## config.mk

```make
export PLATFORM = sky130hd
export DESIGN_NAME = qu_rob_ctrl
export DESIGN_NICKNAME = d
export VERILOG_FILES = /design/src/rtl/qu_rob_ctrl.sv
export SDC_FILE = /design/constraint.sdc
export NUM_CORES = 1
export LEC_CHECK = 0
export BUFFER_PORTS_ARGS = -buffer_cell sky130_fd_sc_hd__buf_4
export CORE_MARGIN = 5
export CORE_UTILIZATION = 30
export DETAILED_ROUTE_END_ITERATION = 10
export PLACE_DENSITY = 0.55
export REMOVE_ABC_BUFFERS = 1
export SLEW_MARGIN = 40
export SYNTH_ARGS = -nofsm -noshare
export SYNTH_HDL_FRONTEND = slang
export SYNTH_SLANG_ARGS = --single-unit
```

## constraint.sdc

```tcl
create_clock -name clk -period 3.7 [get_ports clk]
set_clock_uncertainty 0.1 [all_clocks]
set_input_delay 0 -clock clk [delete_from_list [all_inputs] [get_ports clk]]
set_output_delay 0 -clock clk [all_outputs]
set_load 0.02 [all_outputs]
```

## src/rtl/qu_rob_ctrl.sv

```systemverilog
// Reorder-buffer controller: in-order allocate, out-of-order writeback, in-order retire.
// Optional pipeline flush on mispredicted commit is enabled by defining QU_ROB_FLUSH_EN.
module qu_rob_ctrl #(
   parameter int DEPTH  = 8,
   parameter int ADDR_W = $clog2(DEPTH),
   parameter int DATA_W = 32
) (
   input  logic              clk,
   input  logic              rstn,
   input  logic              alloc_valid,
   output logic              alloc_ready,
   output logic [ADDR_W-1:0] alloc_addr,
   input  logic [31:0]       alloc_dest,
   input  logic              alloc_store,
   input  logic              alloc_load,
   input  logic              wb_valid,
   input  logic [ADDR_W-1:0] wb_addr,
   input  logic [DATA_W-1:0] wb_value,
   input  logic              wb_mispredict,
   output logic              commit_valid,
   input  logic              commit_ready,
   output logic [DATA_W-1:0] commit_value,
   output logic [31:0]       commit_dest,
   output logic              commit_store,
   output logic              commit_load,
   output logic              commit_mispredict,
   output logic [ADDR_W:0]   count,
   output logic              empty,
   output logic              full,
   output logic              flush
);

   typedef enum logic [1:0] {
      CELL_EMPTY   = 2'b00,
      CELL_RETIRED = 2'b01,
      CELL_EXECUTE = 2'b10,
      CELL_PENDING = 2'b11
   } cell_state_t;

   cell_state_t       state_reg  [DEPTH];
   cell_state_t       state_next [DEPTH];
   logic [DATA_W-1:0] value_reg  [DEPTH];
   logic [DATA_W-1:0] value_next [DEPTH];
   logic [31:0]       dest_reg   [DEPTH];
   logic [31:0]       dest_next  [DEPTH];
   logic [DEPTH-1:0]  store_reg, store_next;
   logic [DEPTH-1:0]  load_reg, load_next;
   logic [DEPTH-1:0]  misp_reg, misp_next;
   logic [DEPTH-1:0]  cell_pending;

   logic [ADDR_W-1:0] head_reg, head_next;
   logic [ADDR_W-1:0] tail_reg, tail_next;
   logic [ADDR_W:0]   count_reg, count_next;

   logic alloc_fire;
   logic commit_fire;
   logic flush_fire;

   generate
      for (genvar gi = 0; gi < DEPTH; gi++) begin : g_pending
         assign cell_pending[gi] = (state_reg[gi] == CELL_PENDING);
      end
   endgenerate

   assign full        = (count_reg == (ADDR_W+1)'(DEPTH));
   assign empty       = (count_reg == '0);
   assign count       = count_reg;
   assign alloc_ready = !full;
   assign alloc_addr  = tail_reg;
   assign alloc_fire  = alloc_valid && alloc_ready;

   // Head view is combinational from the registered array; zeroed when nothing is retirable.
   assign commit_valid      = !empty && (state_reg[head_reg] == CELL_EXECUTE);
   assign commit_value      = commit_valid ? value_reg[head_reg] : '0;
   assign commit_dest       = commit_valid ? dest_reg[head_reg]  : '0;
   assign commit_store      = commit_valid && store_reg[head_reg];
   assign commit_load       = commit_valid && load_reg[head_reg];
   assign commit_mispredict = commit_valid && misp_reg[head_reg];
   assign commit_fire       = commit_valid && commit_ready;

`ifdef QU_ROB_FLUSH_EN
   logic flush_reg;
   assign flush_fire = commit_fire && commit_mispredict;
   assign flush      = flush_reg;

   always_ff @(posedge clk) begin
      if (!rstn) begin
         flush_reg <= 1'b0;
      end else begin
         flush_reg <= flush_fire;
      end
   end
`else
   assign flush_fire = 1'b0;
   assign flush      = 1'b0;
`endif

   // Allocation only ever targets an EMPTY/RETIRED tail cell and commit only an EXECUTE
   // head cell, so the per-cell update priorities below never actually collide.
   always_comb begin
      for (int i = 0; i < DEPTH; i++) begin
         state_next[i] = state_reg[i];
         value_next[i] = value_reg[i];
         dest_next[i]  = dest_reg[i];
      end
      store_next = store_reg;
      load_next  = load_reg;
      misp_next  = misp_reg;

      for (int i = 0; i < DEPTH; i++) begin
         if (flush_fire) begin
            state_next[i] = CELL_EMPTY;
            value_next[i] = '0;
            dest_next[i]  = '0;
            store_next[i] = 1'b0;
            load_next[i]  = 1'b0;
            misp_next[i]  = 1'b0;
         end else if (alloc_fire && (tail_reg == ADDR_W'(i))) begin
            state_next[i] = CELL_PENDING;
            value_next[i] = '0;
            dest_next[i]  = alloc_dest;
            store_next[i] = alloc_store;
            load_next[i]  = alloc_load;
            misp_next[i]  = 1'b0;
         end else if (wb_valid && (wb_addr == ADDR_W'(i)) && cell_pending[i]) begin
            state_next[i] = CELL_EXECUTE;
            value_next[i] = wb_value;
            misp_next[i]  = wb_mispredict;
         end else if (commit_fire && (head_reg == ADDR_W'(i))) begin
            state_next[i] = CELL_RETIRED;
         end
      end
   end

   // Pointer wrap is the natural binary rollover since DEPTH is a power of two.
   always_comb begin
      head_next  = head_reg;
      tail_next  = tail_reg;
      count_next = count_reg;
      if (flush_fire) begin
         head_next  = '0;
         tail_next  = '0;
         count_next = '0;
      end else begin
         if (commit_fire) head_next = head_reg + 1'b1;
         if (alloc_fire)  tail_next = tail_reg + 1'b1;
         case ({alloc_fire, commit_fire})
            2'b10:   count_next = count_reg + 1'b1;
            2'b01:   count_next = count_reg - 1'b1;
            default: count_next = count_reg;
         endcase
      end
   end

   always_ff @(posedge clk) begin
      if (!rstn) begin
         for (int i = 0; i < DEPTH; i++) begin
            state_reg[i] <= CELL_EMPTY;
            value_reg[i] <= '0;
            dest_reg[i]  <= '0;
         end
         store_reg <= '0;
         load_reg  <= '0;
         misp_reg  <= '0;
         head_reg  <= '0;
         tail_reg  <= '0;
         count_reg <= '0;
      end else begin
         for (int i = 0; i < DEPTH; i++) begin
            state_reg[i] <= state_next[i];
            value_reg[i] <= value_next[i];
            dest_reg[i]  <= dest_next[i];
         end
         store_reg <= store_next;
         load_reg  <= load_next;
         misp_reg  <= misp_next;
         head_reg  <= head_next;
         tail_reg  <= tail_next;
         count_reg <= count_next;
      end
   end

endmodule

```

==> Word level (Yosys, flattened, before mapping) <==
Memories as Yosys holds them, arrays and structs flattened. A register that Yosys moved wholly into a read port is not among the register bits.
Cells that the tools add are included.
{ "totals": {"mem_bits_rw": 528, "output_inout_bits": 79, "memories": 3, "inputBits": 75, "wordCells": 267, "register_bits": 34} }
{ "op_classes": {"order_cmp": 1, "reduce_logical": 69, "addsub": 4, "n_eq_ne": 49, "n_bitwise": 25, "mux": 89} }
{ "mem_list": {"columns": ["name", "depth", "word_bits", "rd", "rd_ports_with_merged_regs", "write_ports", "line_no", "rtl"], "rows": [
  ["dest_reg", 8, 32, 1, 1, 8, "44", "logic [31:0] dest_reg [DEPTH];"],
  ["value_reg", 8, 32, 1, 1, 8, "42", "logic [DATA_W-1:0] value_reg [DEPTH];"],
  ["state_reg", 8, 2, 9, 1, 8, "40", "cell_state_t state_reg [DEPTH];"]
]} }
{ "op_table": {"columns": ["cell", "count"], "rows": [
  ["2-to-1 mux 32 bit", 42],
  ["2-to-1 mux 2 bit", 32],
  ["logical AND 1 bit", 38],
  ["equality test 3 bit, second input constant", 12],
  ["AND reduction 2 bit", 16],
  ["bitwise OR 1 bit", 24],
  ["equality test 2 bit, second input constant", 10],
  ["equality test 3 x 2 -> 1 bit, second input constant", 6],
  ["2-to-1 mux 3 bit", 6],
  ["inequality test 2 bit, second input constant", 8],
  ["OR reduction 2 bit", 8],
  ["binary-select mux 1 bit (select 3 bit)", 3],
  ["equality test 3 x 1 -> 1 bit, second input constant", 3],
  ["logical NOT 3 bit", 3],
  ["inequality test 1 bit, second input constant", 8],
  ["case mux 4 bit (2 select lines)", 1],
  ["adder 3 x 1 -> 3 bit, second input constant", 2],
  ["2-to-1 mux 1 bit", 5],
  ["adder 4 x 1 -> 4 bit, second input constant", 1],
  ["equality test 4 bit, second input constant", 1],
  ["logical NOT 4 bit", 1],
  ["< comparator 3 x 4 -> 1 bit, second input constant", 1],
  ["subtractor 4 x 1 -> 4 bit, second input constant", 1],
  ["equality test 2 x 1 -> 1 bit, second input constant", 1],
  ["other kinds (3)", 4]
]} }

==> Depth between registers and ports, before layout <==
Gate-level depths: netlist of run 1.
{ "logic_depth": {"depth_word": 9, "depth_mapped": 14, "depth_no_buf": 12} }

==> Worst setup path before layout of run 1 <==
OpenSTA, ideal clock, no wires.
{ "synth_path": {"path_kind": "flip-flop to flip-flop", "start": "register count_reg[1], in the netlist count[1]", "end": "memory value_reg[7][0] (enable)", "arrival_time_ns": 2.812, "n_path_buf": 1, "slack_ns": 0.413, "path_stages_with_launch": 9, "cell_sequence": "dfxtp_1 -> buf_2 -> nor3_2 -> nand2_1 -> inv_2 -> nor2b_2 -> nand2_1 -> nand2_1 -> or2_2"} }
{ "synth_rtl": {"columns": ["item", "line_no", "rtl"], "rows": [
  ["start: declaration", "53", "logic [ADDR_W:0] count_reg, count_next;"],
  ["start signal: assignment", "179", "count_reg <= count_next;"],
  ["end: declaration", "42", null]
]} }

==> results_dict.tcl, run 1 <==
set metrics [dict create \
    fp-row-count 106 \
    cp.required_ps 3600 \
    syn_to_final_growth_pct 20.2 \
    yosys-top-cells-count "512 x edfxtp_1, 272 x nor2_1, 195 x and2_1" \
    drive_above_1_share 0.234 \
    leakage_nw 11.1 \
    die_area_um2 89700 \
    finalWirelength_um 67800 \
    worst_slew_pin_slew_ps 846 \
    fmax_mhz 315 \
    grt_max_degree 68 \
    worstPathArrival_ps 3070 \
    power_density_nw_per_um2 477 \
    status "completed" \
    final_cell_area_um2 30200 \
    path_clk_slew_ps 60 \
    cp-end-kind "primary output" \
    hold_class "input port to register" \
    final_cells 3048 \
    dpl.hpwl_um 39100 \
    root_buffer "clkbuf_16" \
    wl_met1_um 28300 \
    path_cells "buf_4 > buf_4 > mux2i_1 > nor2_1 > buf_4" \
    wl_per_cell_um 22.2 \
    post-route-min-period_ps 3170 \
    grt_pass1_vias 16200 \
    synth_area_um2 25100 \
    async_flop_share 0 \
    num_vias 14900 \
    cts_buffers 59 \
    drv_cap 0 \
    slew_headroom 0.436 \
    cts_buffer_depth 3 \
    top_layer_used "met4" \
    setup_viol 0 \
    initial_core_util 0.301 \
    synth-edff-count 512 \
    syn-instance-count 1707 \
    dr.pass1.iters 5 \
    die_x_um 300 \
    ys_types 53 \
    met2WireLength_um 34600 \
    cts_setup_buffers 0 \
    yosys-top-cells-area "edfxtp_1 61%, mux4_2 12%, and2_1 4.9%" \
    period_share 0.858 \
    peakVddDrop_uv 327 \
    cp_max_fo 33 \
    postRouteAntennaNets 0 \
    fp.dieH_um 300 \
    drc 0 \
    wl_met3_um 3370 \
    synth_area_leader_cell "edfxtp_1" \
    h-tree-depth 2 \
    seq_area_frac_synth 0.654 \
    critPathMaxStageDelay_ps 730 \
    synth-main-ff-cell "edfxtp_1" \
    syn_area_per_cell_um2 14.7 \
    ios 154 \
    ys_ff_latch 565 \
    dpl_cell_area_um2 27600 \
    startpoint_type "register" \
    grtUsageTotal 0.148 \
    hold_viol 0 \
    clkLatencyLatePin_ps 600 \
    final_max_slew_viol_count 0 \
    synth_most_common_cell "edfxtp_1" \
    port-buffer-count 152 \
    core_area_um2 83400 \
    rsz0062_at_grt "no" \
    yosysWarningCount 0 \
    drtIter0Drc 1114 \
    dp_cells 2866 \
    crit_path_frequent_cell "buf_4" \
    gp_congestion 0.771 \
    antenna_found_initial 4 \
    fin_nets 2011 \
    overflow 0 \
    path_class "register to primary output" \
    cts_tree "yes" \
    grt_pass1_wl_um 102000 \
    critPathSlowestCell "buf_4" \
    cts.sinks 565 \
    yosysTopAreaCellShare 0.611 \
    vias_per_cell 4.89 \
]
==> through the flow <==
step	setup TNS (ps)	power, W	setup WS (ps)	hold WS, ps	util
3_3_place_gp	0	0.00870	818	208	0.331
4_1_cts	0	0.0146	469	31.0	0.362
2_1_floorplan	-315070	0.00820	-4100	36.0	-
5_1_grt	0	0.0149	411	74.2	0.362
3_5_place_dp	0	0.00874	767	220	0.331
6_report	0	0.0144	525	57.2	0.362
==> cells by family (layout without fill, tap and decap cells) <==
| group | count (synthesis) | count (layout) | share of synthesized area |
|---|---|---|---|
| AND/OR/NAND/NOR | 685 | 685 | 0.138 |
| other | 1 | 3 | 0.000149 |
| buffers and inverters | 163 | 422 | 0.0303 |
| AO/OA/AOI/OAI | 57 | 57 | 0.0155 |
| flip-flops | 565 | 565 | 0.654 |
| adder cells (fa/ha/maj) | 15 | 15 | 0.00746 |
| multiplexers | 216 | 216 | 0.154 |
| XOR/XNOR | 5 | 5 | 0.00174 |
==> power breakdown <==
part	total, W	internal (W)	switching [W]
Combinational	0.00123	0.000495	0.000731
Clock	0.00576	0.00332	0.00244
Sequential	0.00742	0.00732	0.000106
==> final timing paths <==
check,end,cells past startpoint,slack [ps],start
max,commit_dest[3],5,530,register
min,state_reg[3][1],4,60,wb_addr[2]
max reg2reg,count[2],11,720,state_reg[4][1]
min reg2reg,load_reg[2],2,360,load_reg[2]
==> cells in the final DEF (no fill, tap or decap), drive strengths merged, types with 5 or more instances in the layout <==
master,count
a21oi,29
and2,195
and3,68
buf,200
bufinv,5
clkbuf,80
clkinv,18
dfxtp,53
dlygate4sd3,74
edfxtp,512
ha,15
inv,44
mux2i,80
mux4,136
nand2,86
nand3,23
nand4,8
nor2,273
nor2b,14
o21ai,7
==> critical path, delay by kind of cell, from the launching register on <==
kind	cells	cell delay (ps)
AND/OR/NAND/NOR	1	110
buffers and inverters	3	1550
flip-flops	1	370
multiplexers	1	420
==> area by class of cell <==
cell class                 instances  area (um^2)
tap                             1080         1350
clock buffer                      80         1580
inverter                          42          158
sequential                       565        16400
antenna                            2         5.00
clock inverter                    26          269
timing repair buffer             274         2390
fill                            7885        53200
multi-input combinational        979         8030
==> layer usage <==
layer | vias to the layer above | GRT usage
met5 | - | 0
met4 | 0 | 0.0381
met3 | 90 | 0.0209
met2 | 374 | 0.264
met1 | 7764 | 0.191
li1 | 6681 | -
==> repair_timing <==
action | in CTS | in global routing
hold buffers | 74 | 0
gates resized for setup | 0 | 0
hold endpoints to repair | 560 | 0
Power figures use the tool's default switching activity.
==> run 2: changes to the inputs <==
clock period = 3 ns   (was 3.7 ns; I/O delays follow)
==> results_dict.tcl, run 2 (synthesized netlist as in run 1, its figures left out) <==
set metrics [dict create \
    grt_pass1_wl_um 101000 \
    leakage_nw 11.2 \
    power_density_nw_per_um2 590 \
    cts_buffer_depth 3 \
    post-route-min-period_ps 2830 \
    cp_max_fo 5 \
    grt_max_degree 66 \
    path_class "register to register" \
    cp-end-kind "register" \
    port-buffer-count 152 \
    overflow 0 \
    startpoint_type "register" \
    core_area_um2 83400 \
    cts_buffers 57 \
    hold_viol 0 \
    cts_tree "yes" \
    drc 0 \
    reg2reg_from "state_reg[2][1]" \
    path_clk_slew_ps 70 \
    fillCellCount 7910 \
    fp.dieH_um 300 \
    cp.required_ps 3420 \
    initial_core_util 0.301 \
    period_share 0.943 \
    fin_util 0.365 \
    syn_to_final_growth_pct 21.1 \
    cts.sinks 565 \
    final_max_slew_viol_count 0 \
    die_x_um 300 \
    vias_per_cell 4.93 \
    root_buffer "clkbuf_16" \
    clkLatencyLatePin_ps 600 \
    rr_worst_depth 11 \
    dpl.hpwl_um 36800 \
    wl_per_cell_um 22.1 \
    gp_congestion 0.809 \
    ios 154 \
    cts_setup_buffers 0 \
    grtUsageTotal 0.148 \
    slew_headroom 0.476 \
    finalWirelength_um 67600 \
    peakVddDrop_uv 416 \
    r2r_end "count[2]" \
    setup_viol 0 \
    dr.pass1.iters 5 \
    h-tree-depth 2 \
    layout_common_cells "512 x edfxtp_1, 272 x nor2_1, 195 x and2_1, 186 x buf_4, 136 x mux4_2" \
    fp-row-count 106 \
    postRouteAntennaNets 0 \
    final_common_cell "edfxtp_1" \
    num_vias 15000 \
    hold_class "input port to register" \
    dp_cells 2874 \
    r2r_setup_slack_ps 170 \
    hold_end "misp_reg[2]" \
    fmax_mhz 353 \
    die_area_um2 89700 \
    min_from "wb_addr[2]" \
    drtIter0Drc 961 \
    worst_slew_pin_slew_ps 786 \
    rsz0062_at_grt "no" \
    final_cells 3053 \
    status "completed" \
    fin_nets 2015 \
    holdPathStages 6 \
    antenna_found_initial 3 \
    drive_above_1_share 0.239 \
    drv_cap 0 \
    grt_pass1_vias 16300 \
    worstPathArrival_ps 3250 \
]
[run 2: layout make-up]
type,count,area (um^2),area share
Timing Repair Buffer,280,2530,0.0831
Antenna cell,2,5.00,0.000164
Inverter,42,158,0.00518
Clock buffer,80,1580,0.0520
Clock inverter,25,327,0.0107
Tap cell,1080,1350,0.0444
Multi-Input combinational cell,979,8050,0.264
Sequential cell,565,16400,0.540
[run 2: worst max path at each step]
| stage | end | cells past startpoint | from | slack [ps] |
|---|---|---|---|---|
| after global routing | commit_dest[3] | 5 | register | 20 |
| final | count[2] | 11 | state_reg[2][1] | 170 |
| after detailed placement | count[2] | 11 | state_reg[2][1] | 130 |
| after global placement | count[2] | 11 | state_reg[6][1] | 160 |
| after floorplan | count[2] | 9 | register | -4800 |
| after CTS | commit_dest[3] | 5 | register | 110 |
[run 2: critical path: stages (launching register included)]
cell	delay, ps
dfxtp_1	330
nor2b_1	140
mux4_2	540
mux2i_4	210
nor3b_4	70
ha_1	270
xor2_1	160
ha_1	180
a21oi_1	180
xor2_1	100
or3_1	310
a21oi_1	160
[run 2: routing by layer]
metal / track usage / wire [um] / up-vias
met5: 0 / 13 / -
met4: 0.0362 / 1460 / 2
met3: 0.0194 / 3080 / 96
met2: 0.267 / 35300 / 365
met1: 0.189 / 27700 / 7867
li1: - / - / 6716
[run 2: stage by stage]
step           total power [W]  cell area, um^2  hold slack [ps]  setup WS, ps  setup TNS, ps
2_1_floorplan           0.0101            24500             36.0         -4800        -636340
4_1_cts                 0.0182            30400             27.4           112              0
5_1_grt                 0.0186            30400             96.5          21.3              0
3_3_place_gp            0.0108            27800              212           158              0
6_report                0.0180            30500             62.3           171              0
3_5_place_dp            0.0108            27800              220           135              0
[run 2: repair_timing]
item	4_1_cts	5_1_grt
gates resized for setup	2	4
endpoints found under the setup margin	32	1
cloned	0	0
hold buffers	72	0
endpoints found under the hold margin	561	0
[run 2: report_power, final]
group	total (W)	internal [W]	switching (W)	leakage, nW
combinational	0.00155	0.000636	0.000911	4.48
clock	0.00728	0.00428	0.00300	0.925
sequential	0.00914	0.00902	0.000122	5.75
